$ cat src/rtl/iob_iob2wishbone.sv
// rtl/iob_iob2wishbone.sv - IOb native to Wishbone classic single-transfer bridge
// Optional bus-timeout logic is enabled with `define IOB2WB_TIMEOUT_EN.
module iob_iob2wishbone #(
  parameter int ADDR_W      = 32,
  parameter int DATA_W      = 32,
  parameter int TIMEOUT_CYC = 255
) (
  input  logic                clk_i,
  input  logic                wb_rst_i,
  input  logic                valid_i,
  input  logic [ADDR_W-1:0]   address_i,
  input  logic [DATA_W-1:0]   wdata_i,
  input  logic [DATA_W/8-1:0] wstrb_i,
  output logic [DATA_W-1:0]   rdata_o,
  output logic                ready_o,
  output logic                err_o,
  output logic [ADDR_W-1:0]   wb_addr_o,
  output logic [DATA_W/8-1:0] wb_select_o,
  output logic                wb_we_o,
  output logic                wb_cyc_o,
  output logic                wb_stb_o,
  output logic [DATA_W-1:0]   wb_data_o,
  input  logic [DATA_W-1:0]   wb_data_i,
  input  logic                wb_ack_i,
  input  logic                wb_error_i
);

  typedef enum logic {IDLE, BUSY} state_t;

  state_t state;
  logic   done;
  logic   done_err;

`ifdef IOB2WB_TIMEOUT_EN
  localparam int CNT_W = (TIMEOUT_CYC > 1) ? $clog2(TIMEOUT_CYC) : 1;
  localparam logic [CNT_W-1:0] TMO_LAST = CNT_W'(TIMEOUT_CYC - 1);

  logic [CNT_W-1:0] wait_cnt;
  logic             tmo_hit;

  assign tmo_hit  = (wait_cnt == TMO_LAST);
  assign done     = wb_ack_i | wb_error_i | tmo_hit;
  // A real ack on the last counted cycle beats the timeout.
  assign done_err = wb_error_i | (tmo_hit & ~wb_ack_i);

  always_ff @(posedge clk_i) begin
    if (wb_rst_i) begin
      wait_cnt <= '0;
    end else if (state == IDLE) begin
      wait_cnt <= '0;
    end else if (!done) begin
      wait_cnt <= wait_cnt + 1'b1;
    end
  end
`else
  logic unused_timeout;

  assign unused_timeout = (TIMEOUT_CYC != 0);
  assign done           = wb_ack_i | wb_error_i;
  assign done_err       = wb_error_i;
`endif

  always_ff @(posedge clk_i) begin
    if (wb_rst_i) begin
      state       <= IDLE;
      rdata_o     <= '0;
      ready_o     <= 1'b0;
      err_o       <= 1'b0;
      wb_addr_o   <= '0;
      wb_select_o <= '0;
      wb_we_o     <= 1'b0;
      wb_cyc_o    <= 1'b0;
      wb_stb_o    <= 1'b0;
      wb_data_o   <= '0;
    end else begin
      ready_o <= 1'b0;
      err_o   <= 1'b0;
      case (state)
        IDLE: begin
          if (valid_i) begin
            state       <= BUSY;
            wb_addr_o   <= address_i;
            wb_data_o   <= wdata_i;
            wb_select_o <= (|wstrb_i) ? wstrb_i : '1;
            wb_we_o     <= |wstrb_i;
            wb_cyc_o    <= 1'b1;
            wb_stb_o    <= 1'b1;
          end
        end
        BUSY: begin
          if (done) begin
            state    <= IDLE;
            wb_we_o  <= 1'b0;
            wb_cyc_o <= 1'b0;
            wb_stb_o <= 1'b0;
            ready_o  <= 1'b1;
            err_o    <= done_err;
            // wb_we_o still reflects the finishing transfer here.
            if (!wb_we_o) begin
              rdata_o <= done_err ? '0 : wb_data_i;
            end
          end
        end
        default: state <= IDLE;
      endcase
    end
  end

endmodule

$ cat config.mk
export PLATFORM = sky130hd
export DESIGN_NAME = iob_iob2wishbone
export DESIGN_NICKNAME = d
export VERILOG_FILES = /design/src/rtl/iob_iob2wishbone.sv
export SDC_FILE = /design/constraint.sdc
export NUM_CORES = 1
export LEC_CHECK = 0
export CORE_ASPECT_RATIO = 2
export CORE_MARGIN = 10
export CORE_UTILIZATION = 35
export DETAILED_ROUTE_END_ITERATION = 6
export PLACE_DENSITY = 0.76
export SYNTH_ARGS = -nofsm -noshare
export SYNTH_HDL_FRONTEND = slang
export SYNTH_SLANG_ARGS = --single-unit
$ cat constraint.sdc
create_clock -name clk_i -period 1.5 [get_ports clk_i]
set_clock_uncertainty 0.15 [all_clocks]
set_input_delay 0.3 -clock clk_i [delete_from_list [all_inputs] [get_ports clk_i]]
set_output_delay 0.3 -clock clk_i [all_outputs]
set_load 0.02 [all_outputs]
# == Yosys cells after proc, flatten, opt, wreduce, memory -nomap -nowiden ==
# Cells that the tools add are included.
# word_totals
elab_cells,32
register_bits,105
out_inout_bits,105
in_bits,105
# classes
eq_ne,2
bitwise_logic,4
n_reduce_logical,6
n_mux,11
# ops
operator,count
two-way mux 32 bit,1
two-way mux 1 bit,6
one-hot mux 1 bit (2 select lines),3
two-way mux 4 bit,1
AND reduction 2 bit,2
OR reduction 4 bit,1
NOT 1 bit,3
AND reduction 3 bit,1
OR reduction 3 bit,1
!= test 2 x 1 -> 1 bit (second input constant),1
!= test 2 bit (second input constant),1
OR reduction 2 bit,1
bitwise OR 1 bit,1

# == Depth between registers and ports, before layout ==
# logic_depth
word_depth,3
mapped_depth,6
depth_no_buf,3

# == Least setup slack after synthesis ==
# Ideal clock, no wire load.
# synth_path
path_kind,reg2reg
start,register wb_we_o
end,register rdata_o[6]
setup_ns,0.070
required_ns,1.280
setup_slack_ns,-0.070
period_less_slack_ns,1.570
n_path_buf,2
stages_incl_launch_ff,5
t_arrival_ns,1.349
cell_sequence,dfxtp_1 > clkbuf_1 > clkbuf_1 > or4b_1 > a21oi_1
# synth_between
elab_chain_cells,2
# synth_lines
element,line,rtl
"start, declared",19,"output logic wb_we_o,"
"start signal, assigned",85,wb_we_o <= |wstrb_i;
NOT 1 bit (no source line),--,
AND reduction 3 bit (no source line),--,
"end signal, assigned",100,rdata_o <= done_err ? '0 : wb_data_i;
"end, declared",14,"output logic [DATA_W-1:0] rdata_o,"
# No other way between the ends.
# A chain may end at the register's enable or synchronous reset.

# == Worst setup path in the final report ==
# layout_path
start,register state
end,register rdata_o[1]
# layout_between
elab_chain_cells,1
# layout_lines
element,line,rtl
"start, declared",30,state_t state;
"start signal, assigned",65,state <= IDLE;
"start signal, assigned",81,state <= BUSY;
"start signal, assigned",92,state <= IDLE;
AND reduction 3 bit (no source line),--,
# No other way between the ends.

==> qor.yml <==
nets: 770
end_kind: "flop"
drv_cap: 0
rows: 54
die_x_um: 94.8
clkSinkCount: 105
syn_area_per_cell_um2: 8.37
reg2reg_depth: 4
p_per_area_nw_per_um2: 980
first_global_vias: 3937
coreArea_um2: 10900
fmax_mhz: 680
gr-total-overflow: 0
synth_seq_area_share_pct: 53.7
synth-adder-area-share_pct: 0
cp_data_arrival_time_ns: 1.58
hpwlAfterDp_um: 10400
post-place-ws_ns: -0.516
firstDrtPassIters: 4
layout_setup_ws_ns: 0.0299
final_cell_mix: "nand2_1, dfxtp_1, clkdlybuf4s50_1"
io_buffers: 209
cp_slowest_stage_delay_ns: 0.51
fin_util_pct: 59.9
numCtsBuffers: 9
finalCriticalPeriod_ns: 1.47
synth_compound_area_share_pct: 18.2
async_flop_share_pct: 0
area_delta_synth_final_pct: 67.5
placed_cells: 790
antenna_found_initial: 0
clockRootBuffer: "clkbuf_16"
slew_headroom_pct: 79.0
cp_num_buf_inv: 1
ctsHoldBuffers: 0
ioPinCount: 210
path_depth: 4
status: "complete, no violations"
worst_path_max_delay_cell: "or4b_1"
final_common_cell: "nand2_1"
grt_pass1_wl_um: 20400
fp.dieH_um: 170
grt_setup_unrepaired: "true"
diodes: 0
synthCells: 468
ys.warnings.count: 0
report.power.total_uw: 6430
final_cells: 809
clock_latency_ns: 0.33
synth_top_flop_cell: "dfxtp_1"
drc: 0
yosysUniqueCellTypes: 24
cts_tree: "done"
min_period_over_period_pct: 98.0
synth_top_family_by_area: "simple AND/OR/NAND/NOR gates"
critical-path-top-delay-family: "simple AND/OR/NAND/NOR gates"
drt_iter0_drc: 127
path_clk_slew_ns: 0.07
cts_buffer_depth: 2
vias: 3951
slew_violations: 0
avgViaCountPerCell: 4.88
fillers: 973
synth_seq_cells: 105
cp_cell_sequence: "o21ai_4, buf_12, or4b_1, a21oi_1"
synthXorXnorAreaFrac_pct: 0
cp_max_fo: 18
min_path_type: "input pin to flop"
holdPathStages: 2
tightest_slew_ns: 0.315
dieArea_um2: 16100
yosys.area_share.simple_pct: 22.2
synth_edf_count: 0
report.final.setup_viol: 0
synth_mux_area_share_pct: 0
wl_per_cell_um: 17.1
start_util_pct: 35.8
syn_area_um2: 3920
placed_area_um2: 6190
ir_worst_vdd_uv: 550
hold_viol: 0
cp.required_ns: 1.61
drive_above_1_share_pct: 11.8
routed_wirelength_um: 13800
syn-num-nets: 573
worstSetupPathType: "flop to flop"
grt_start_max_net_pins: 65
cts.htree.levels: 3
drtAntennaViolNets: 0
gp_congestion: 0.765
grt_usage_pct: 15.9
final_area_um2: 6560
worst_setup_path_start_kind: "flop"
p_leak_uw: 0.00263
## power breakdown
| part | internal (µW) | switching (µW) | total (µW) |
|---|---|---|---|
| logic | 611 | 643 | 1250 |
| registers | 2940 | 73.5 | 3010 |
| clock network | 1180 | 986 | 2160 |
| total | 4720 | 1700 | 6430 |
## timing repair
item                                    CTS  global route
buffers inserted                          0             2
hold endpoints to repair                  0             0
pin swaps                                 2             6
gates resized for setup                 128            85
endpoints found under the setup margin  135           120
cloned                                    0             2
## final cells by class
class | count | area [µm²] | area share (%)
Clock buffer | 10 | 239 | 3.64
Clock inverter | 5 | 38.8 | 0.591
Inverter | 4 | 15.0 | 0.229
Multi-Input combinational cell | 314 | 1690 | 25.7
Sequential cell | 105 | 2100 | 32.1
Tap cell | 140 | 175 | 2.67
Timing Repair Buffer | 231 | 2300 | 35.0
## metal layers
| metal | GRT usage, % | up-vias | wire length [µm] |
|---|---|---|---|
| met5 | 0 | - | 0 |
| met4 | 6.94 | 0 | 501 |
| met3 | 5.32 | 28 | 1090 |
| met2 | 29.3 | 164 | 7400 |
| met1 | 15.2 | 1794 | 4820 |
| li1 | - | 1965 | - |
## kinds of logic after synthesis
family	Yosys count
flip-flops	105
buffers and inverters	49
AO/OA/AOI/OAI	136
AND/OR/NAND/NOR	178
## metrics by stage
step                hold WS, ns  setup TNS (ns)
floorplan                 0.286               0
global placement          0.291          -28.51
detailed placement        0.296          -31.87
CTS                       0.148               0
global route              0.160          -0.110
finish                    0.166               0
## final timing paths
path | startpoint | to | slack, ns
setup reg to reg | state | rdata_o[1] | 0.03
hold reg to reg | wb_data_o[3] | wb_data_o[3] | 0.30
setup / recovery | state | rdata_o[1] | 0.03
hold / removal | wb_rst_i | rdata_o[11] | 0.17
## state kept, by name, indices dropped and copies added, names as in the netlist
register / flops
rdata_o: 32
wb_we_o: 1
wb_select_o: 4
err_o: 1
wb_addr_o: 32
state: 1
ready_o: 1
wb_stb_o: 1
wb_data_o: 32
## synthesized netlist by cell type (2+ instances only)
master	n	area [µm²]
nand2_1	132	495
dfxtp_1	105	2100
a21oi_1	93	465
or4b_1	29	290
clkbuf_1	27	101
o21ai_0	22	110
buf_2	12	60.1
o21ai_1	10	50.1
nor2_1	9	33.8
a211oi_1	4	30.0
buf_6	4	45.0
inv_1	4	15.0
nor2b_1	3	18.8
o31ai_1	3	22.5
nor3_1	2	10.0
Power figures use the tool's default switching activity.
